[config.mk]
export PLATFORM = sky130hd
export DESIGN_NAME = uart_tx_feeder
export DESIGN_NICKNAME = d
export VERILOG_FILES = /design/src/rtl/uart_tx_feeder.sv
export SDC_FILE = /design/constraint.sdc
export NUM_CORES = 1
export LEC_CHECK = 0
export CAP_MARGIN = 10
export CORE_ASPECT_RATIO = 0.9
export CORE_MARGIN = 4
export CORE_UTILIZATION = 32
export DETAILED_ROUTE_END_ITERATION = 16
export PLACE_DENSITY = 0.5
export SLEW_MARGIN = 20
export SYNTH_ARGS = -nofsm -noshare
export SYNTH_HDL_FRONTEND = slang
export SYNTH_SLANG_ARGS = --single-unit
[constraint.sdc]
create_clock -name clk -period 3.6 [get_ports clk]
set_clock_uncertainty 0.2 [all_clocks]
set_input_delay 0.72 -clock clk [delete_from_list [all_inputs] [get_ports clk]]
set_output_delay 0.72 -clock clk [all_outputs]
set_load 0.01 [all_outputs]
[src/rtl/uart_tx_feeder.sv]
`default_nettype none
// ============================================================================
// Module  : uart_tx_feeder
// Purpose : Byte FIFO plus write sequencer that drains queued bytes into a
//           UART transmitter over a Tx_DATA / Tx_WR / Tx_BUSY handshake.
// Revision: 1.0
// ============================================================================
module uart_tx_feeder #(
    parameter int DEPTH_LOG2 = 4,
    parameter int DATA_W     = 8
) (
    input  logic                  clk,
    input  logic                  reset,
    input  logic                  feed_en,
    input  logic                  push,
    input  logic [DATA_W-1:0]     push_data,
    output logic                  full,
    output logic                  empty,
    output logic [DEPTH_LOG2:0]   level,
    output logic                  overflow,
    output logic [DATA_W-1:0]     Tx_DATA,
    output logic                  Tx_WR,
    input  logic                  Tx_BUSY,
    output logic [15:0]           sent_cnt
);

    localparam int                 DEPTH     = 1 << DEPTH_LOG2;
    localparam logic [DEPTH_LOG2:0] LEVEL_MAX = (DEPTH_LOG2 + 1)'(DEPTH);

    typedef enum logic [1:0] {
        ST_IDLE = 2'd0,
        ST_ARM  = 2'd1,
        ST_WAIT = 2'd2
    } state_t;

    // ------------------------------------------------------------------
    // State
    // ------------------------------------------------------------------
    logic [DATA_W-1:0]   mem_q [DEPTH];
    logic [DEPTH_LOG2:0] wr_ptr_q, wr_ptr_d;
    logic [DEPTH_LOG2:0] rd_ptr_q, rd_ptr_d;
    logic [DEPTH_LOG2:0] level_q, level_d;
    logic                full_q, full_d;
    logic                empty_q, empty_d;
    logic                overflow_q, overflow_d;
    state_t              state_q, state_d;
    logic                tx_wr_q, tx_wr_d;
    logic [DATA_W-1:0]   tx_data_q, tx_data_d;
    logic [15:0]         sent_cnt_q, sent_cnt_d;

    logic                push_ok;
    logic                pop;
    logic                sent_inc;

    // Acceptance is judged on the registered full flag, so a simultaneous
    // pop never frees a slot for the same-cycle push.
    assign push_ok = push && !full_q;

    // ------------------------------------------------------------------
    // Sequencer: next state and registered outputs
    // ------------------------------------------------------------------
    always_comb begin
        state_d  = state_q;
        tx_wr_d  = tx_wr_q;
        pop      = 1'b0;
        sent_inc = 1'b0;
        unique case (state_q)
            ST_IDLE: begin
                if (feed_en && !empty_q && !Tx_BUSY) begin
                    pop     = 1'b1;
                    tx_wr_d = 1'b1;
                    state_d = ST_ARM;
                end
            end
            ST_ARM: begin
                // feed_en is ignored here: a popped byte is always delivered.
                if (Tx_BUSY) begin
                    tx_wr_d  = 1'b0;
                    sent_inc = 1'b1;
                    state_d  = ST_WAIT;
                end
            end
            ST_WAIT: begin
                if (!Tx_BUSY) begin
                    state_d = ST_IDLE;
                end
            end
            default: begin
                tx_wr_d = 1'b0;
                state_d = ST_IDLE;
            end
        endcase
    end

    // ------------------------------------------------------------------
    // FIFO bookkeeping
    // ------------------------------------------------------------------
    always_comb begin
        wr_ptr_d   = push_ok ? wr_ptr_q + 1'b1 : wr_ptr_q;
        rd_ptr_d   = pop     ? rd_ptr_q + 1'b1 : rd_ptr_q;
        // Pointer difference modulo 2**(DEPTH_LOG2+1) is the occupancy.
        level_d    = wr_ptr_d - rd_ptr_d;
        full_d     = (level_d == LEVEL_MAX);
        empty_d    = (level_d == '0);
        overflow_d = overflow_q | (push & full_q);
        tx_data_d  = pop ? mem_q[rd_ptr_q[DEPTH_LOG2-1:0]] : tx_data_q;
        sent_cnt_d = sent_inc ? sent_cnt_q + 16'd1 : sent_cnt_q;
    end

    always_ff @(posedge clk) begin
        if (push_ok) begin
            mem_q[wr_ptr_q[DEPTH_LOG2-1:0]] <= push_data;
        end
    end

    always_ff @(posedge clk or negedge reset) begin
        if (!reset) begin
            wr_ptr_q   <= '0;
            rd_ptr_q   <= '0;
            level_q    <= '0;
            full_q     <= 1'b0;
            empty_q    <= 1'b1;
            overflow_q <= 1'b0;
            state_q    <= ST_IDLE;
            tx_wr_q    <= 1'b0;
            tx_data_q  <= '0;
            sent_cnt_q <= '0;
        end else begin
            wr_ptr_q   <= wr_ptr_d;
            rd_ptr_q   <= rd_ptr_d;
            level_q    <= level_d;
            full_q     <= full_d;
            empty_q    <= empty_d;
            overflow_q <= overflow_d;
            state_q    <= state_d;
            tx_wr_q    <= tx_wr_d;
            tx_data_q  <= tx_data_d;
            sent_cnt_q <= sent_cnt_d;
        end
    end

    assign full     = full_q;
    assign empty    = empty_q;
    assign level    = level_q;
    assign overflow = overflow_q;
    assign Tx_DATA  = tx_data_q;
    assign Tx_WR    = tx_wr_q;
    assign sent_cnt = sent_cnt_q;

endmodule
`default_nettype wire

# == Word-level counts from Yosys, hierarchy flattened ==
# Memory sizes are Yosys's and may differ from the RTL's. A register that Yosys moved wholly into a read port is not among the register bits.
# Index checks and enable logic that the tools add are counted.
# op_classes
n_addsub,4
n_eq_ne,6
n_mux,15
n_bitwise,3
reduce_logical,11
# ops
cell,n
$add A16 B1 Y16 const B,1
$add A5 B1 Y5 const B,2
$mux W5,2
$mux W1,8
$mux W2,3
$ne A2 B2 Y1 const B,3
$pmux W2 S3,1
$reduce_and A3 Y1,2
$eq A5 B5 Y1 const B,1
$logic_not A5 Y1,1
$sub A5 B5 Y5,1
$logic_not A1 Y1,4
$logic_and A1 B1 Y1,3
$pmux W1 S3,1
$eq A2 B1 Y1 const B,1
$eq A2 B2 Y1 const B,1
$logic_not A2 Y1,1
$and A1 B1 Y1,1
$not A1 Y1,1
$or A1 B1 Y1,1
# totals
regBits,37
ramBits,128
inputBits,13
out_inout_bits,33
elab_cells,49
n_memories,1
# memory_table
memory,depth,width,read_ports,rd_ports_with_merged_regs,wr,line_no,source
mem_q,16,8,1,1,1,39,logic [DATA_W-1:0] mem_q [DEPTH];

# == Depth between registers and ports, before layout ==
# depth
word_depth,8
ltp_mapped,11
depth_no_buf,10

# == Worst setup path before layout ==
# Ideal clock, no wire load.
# synth_timing
path_kind,input -> register
start,in feed_en
end,"reg empty_q, in the netlist empty"
setup_time_ns,0.096
t_arrival_ns,2.816
path_slack_ns,0.487
path_stages,11
cell_sequence,nand2b_1 -> or4_1 -> clkbuf_1 -> xnor2_1 -> ha_1 -> fa_1 -> inv_1 -> a21o_1 -> a21oi_1 -> xor3_2 -> nor4_1
# synth_between
elab_chain_len,7
# synth_lines
item,line_no,source
start: declaration,14,"input logic feed_en,"
$logic_and A1 B1 Y1 (2 in series),69,if (feed_en && !empty_q && !Tx_BUSY) begin
$mux W1,69,
$mux W1,67,unique case (state_q)
$mux W5,100,rd_ptr_d = pop ? rd_ptr_q + 1'b1 : rd_ptr_q;
net rd_ptr_d[0],41,"logic [DEPTH_LOG2:0] rd_ptr_q, rd_ptr_d;"
$sub A5 B5 Y5,102,level_d = wr_ptr_d - rd_ptr_d;
net level_d[4],42,"logic [DEPTH_LOG2:0] level_q, level_d;"
$logic_not A5 Y1,104,empty_d = (level_d == '0);
net empty_d,44,"logic empty_q, empty_d;"
end signal: assignment,133,empty_q <= empty_d;
end: declaration,44,
# The timed path passes the listed nets, and every way through them passes these cells.
# A chain may end at the register's enable or synchronous reset.

# == Worst setup path after layout ==
# Ends and elaborated chain as after synthesis.

==> results.json <==
{
  "status": "complete, no violations",
  "ant_nets": 0,
  "tightest_slew_ns": 0.618,
  "drc_errors": 0,
  "antenna_found_initial": 0,
  "die_w_um": 163,
  "place_hpwl_mm": 9.45,
  "min_period_ns": 3.22,
  "ios": 46,
  "die_area_sq_mm": 0.0241,
  "clock-sinks": 173,
  "num-nets-final": 473,
  "slew_violations": 0,
  "power_density_mw_per_mm2": 797,
  "dpl_cell_area_sq_mm": 0.00781,
  "synth_cell_types": 43,
  "synthTopCellsByCount": "128 x edfxtp_1, 44 x dfrtp_1, 32 x mux4_2, 19 x nand2_1, 17 x xnor2_1",
  "syn_nets": 405,
  "hold_violations": 0,
  "clockBufferDepth": 2,
  "cp.required_ns": 3.73,
  "grt_pass1_vias": 3904,
  "clock_latency_ns": 0.43,
  "rows": 50,
  "post-synth-top-count-cell": "edfxtp_1",
  "cp-end-kind": "register",
  "worst-setup-path-type": "primary input to register",
  "rsz0062_at_grt": "false",
  "vias_per_cell": 4.73,
  "firstDrtPassIters": 4,
  "grt_max_degree": 27,
  "routabilityCongestion": 0.781,
  "yosys_warnings": 0,
  "design_area_sq_mm": 0.00845,
  "rrSetupSlack_ns": 0.59,
  "coreArea_sq_mm": 0.0210,
  "antenna_cells": 0,
  "synth_area_leaders": "edfxtp_1 55%, dfrtp_1 16%, mux4_2 10%",
  "ys_seq_area_share_pct": 71.7,
  "crit_path_max_fanout": 4,
  "grtUsageTotal_pct": 12.9,
  "synth_edf_count": 128,
  "syn-cell-area_sq_mm": 0.00693,
  "post_cts_buffers": 0,
  "grt_first_pass_wirelength_mm": 23.0,
  "area_delta_synth_final_pct": 21.8,
  "drt_iter0_drc": 181,
  "drt_wl_total_mm": 14.4,
  "setup_violations": 0,
  "async_reset_ff_share_pct": 26.0,
  "pre_cts_slack_ns": -0.0527,
  "drive_gt1_share_pct": 19.7,
  "clock.fmax_mhz": 311,
  "yosys.area.top_type_share_pct": 55.4,
  "finalCritPeriodShare_pct": 89.4,
  "worst_slack_ns": 0.382,
  "nFillCells": 1928,
  "yosysTopAreaCell": "edfxtp_1",
  "cts_hold_buf": 0,
  "hold_class": "primary input to async pin",
  "gr-total-overflow": 0,
  "cts_buffers": 17,
  "via_count": 3541,
  "clockRootBuffer": "clkbuf_16",
  "h-tree-depth": 4,
  "postSynthAreaPerCell_sq_um": 18.2,
  "whs_ns": 0.0958,
  "die_y_um": 148,
  "cp.arrival_ns": 3.35,
  "path_clk_slew_ns": 0.07,
  "p_leak_nw": 3.05,
  "cp-start-kind": "primary input",
  "wl_per_cell_um": 19.3,
  "synth_top_flop_cell": "edfxtp_1",
  "relSlewSlack_pct": 58.7,
  "cts.repair.resized": 0,
  "cts_tree": "built",
  "synth.ff_latch_count": 173,
  "initial_core_util_pct": 33.0,
  "port_buffers": 45,
  "drv_cap": 0,
  "syn-instance-count": 381,
  "vdd_ir_drop_max_v": 0.000338
}
## placed cells by master (no fill, tap or decap), drive strengths merged, types with 5 or more instances in the layout
cell and n:
and2 8, and3 7, buf 20, clkbuf 17, clkdlybuf4s50 44, dfrtp 44, edfxtp 128, ha 10
inv 16, mux2i 16, mux4 32, nand2 19, nand3 7, nor2 13, o221ai 5, xnor2 17
xor2 9
## stage by stage
step | instances | TNS [ns] | power [mW] | util, %
3_5_place_dp | 716 | -0.0596 | 4.86 | 37.2
3_3_place_gp | 716 | 0 | 4.83 | 37.2
6_report | 748 | 0 | 6.73 | 40.2
5_1_grt | 748 | 0 | 7.12 | 40.2
4_1_cts | 748 | 0 | 6.84 | 40.2
2_1_floorplan | 381 | 0 | 4.06 | -
## report_power, final
| part | leakage, nW | switching [mW] | internal (mW) |
|---|---|---|---|
| sequential | 1.72 | 0.184 | 2.47 |
| combinational | 1.02 | 1.09 | 1.04 |
| clock | 0.305 | 0.779 | 1.17 |
## cell type report
type | count | area, sq um | share of cell area, %
Clock buffer | 17 | 425 | 5.04
Inverter | 11 | 41.3 | 0.489
Timing Repair Buffer | 64 | 588 | 6.96
Multi-Input combinational cell | 182 | 1850 | 22.0
Sequential cell | 173 | 4970 | 58.9
Clock inverter | 15 | 208 | 2.46
Tap cell | 286 | 358 | 4.24
## critical path: stages
cell and delay (ns):
clkdlybuf4s50_1 0.45, nand2b_1 0.06, or4_1 0.50, xnor2_1 0.28, ha_1 0.24, fa_1 0.20, inv_1 0.04, a21o_1 0.15
a21oi_1 0.16, xor3_2 0.30, nor4_1 0.24
## layer usage
layer	GRT usage (%)	routed length (um)
met1	16.6	6170
met2	21.6	7430
met3	2.54	602
met4	4.91	243
met5	0	0
## final timing paths
path / startpoint / to / cells after the start
max in group asynchronous: reset / empty / 2
min in group clk: overflow / overflow / 1
worst max register to register: state_q[1] / empty / 9
worst max-delay path: feed_en / empty / 11
worst min-delay path: reset / sent_cnt[6] / 1
worst min register to register: overflow / overflow / 1
## logic make-up after synthesis
logic type	share of synthesized area, %
buffers and inverters	1.55
DFF	71.7
and+or+nand+nor	6.24
AOI/OAI and AO/OA	1.90
xor gates and xnor gates	3.65
adders and majority gates	2.09
muxes	12.9
## registers in the layout (all words and copies together), names as in the netlist, named ones only
name	cells
mem_q	128
sent_cnt	16
Tx_DATA	8
level	5
wr_ptr_q	5
rd_ptr_q	4
state_q	2
Tx_WR	1
empty	1
full	1
overflow	1
Power figures use the tool's default switching activity.
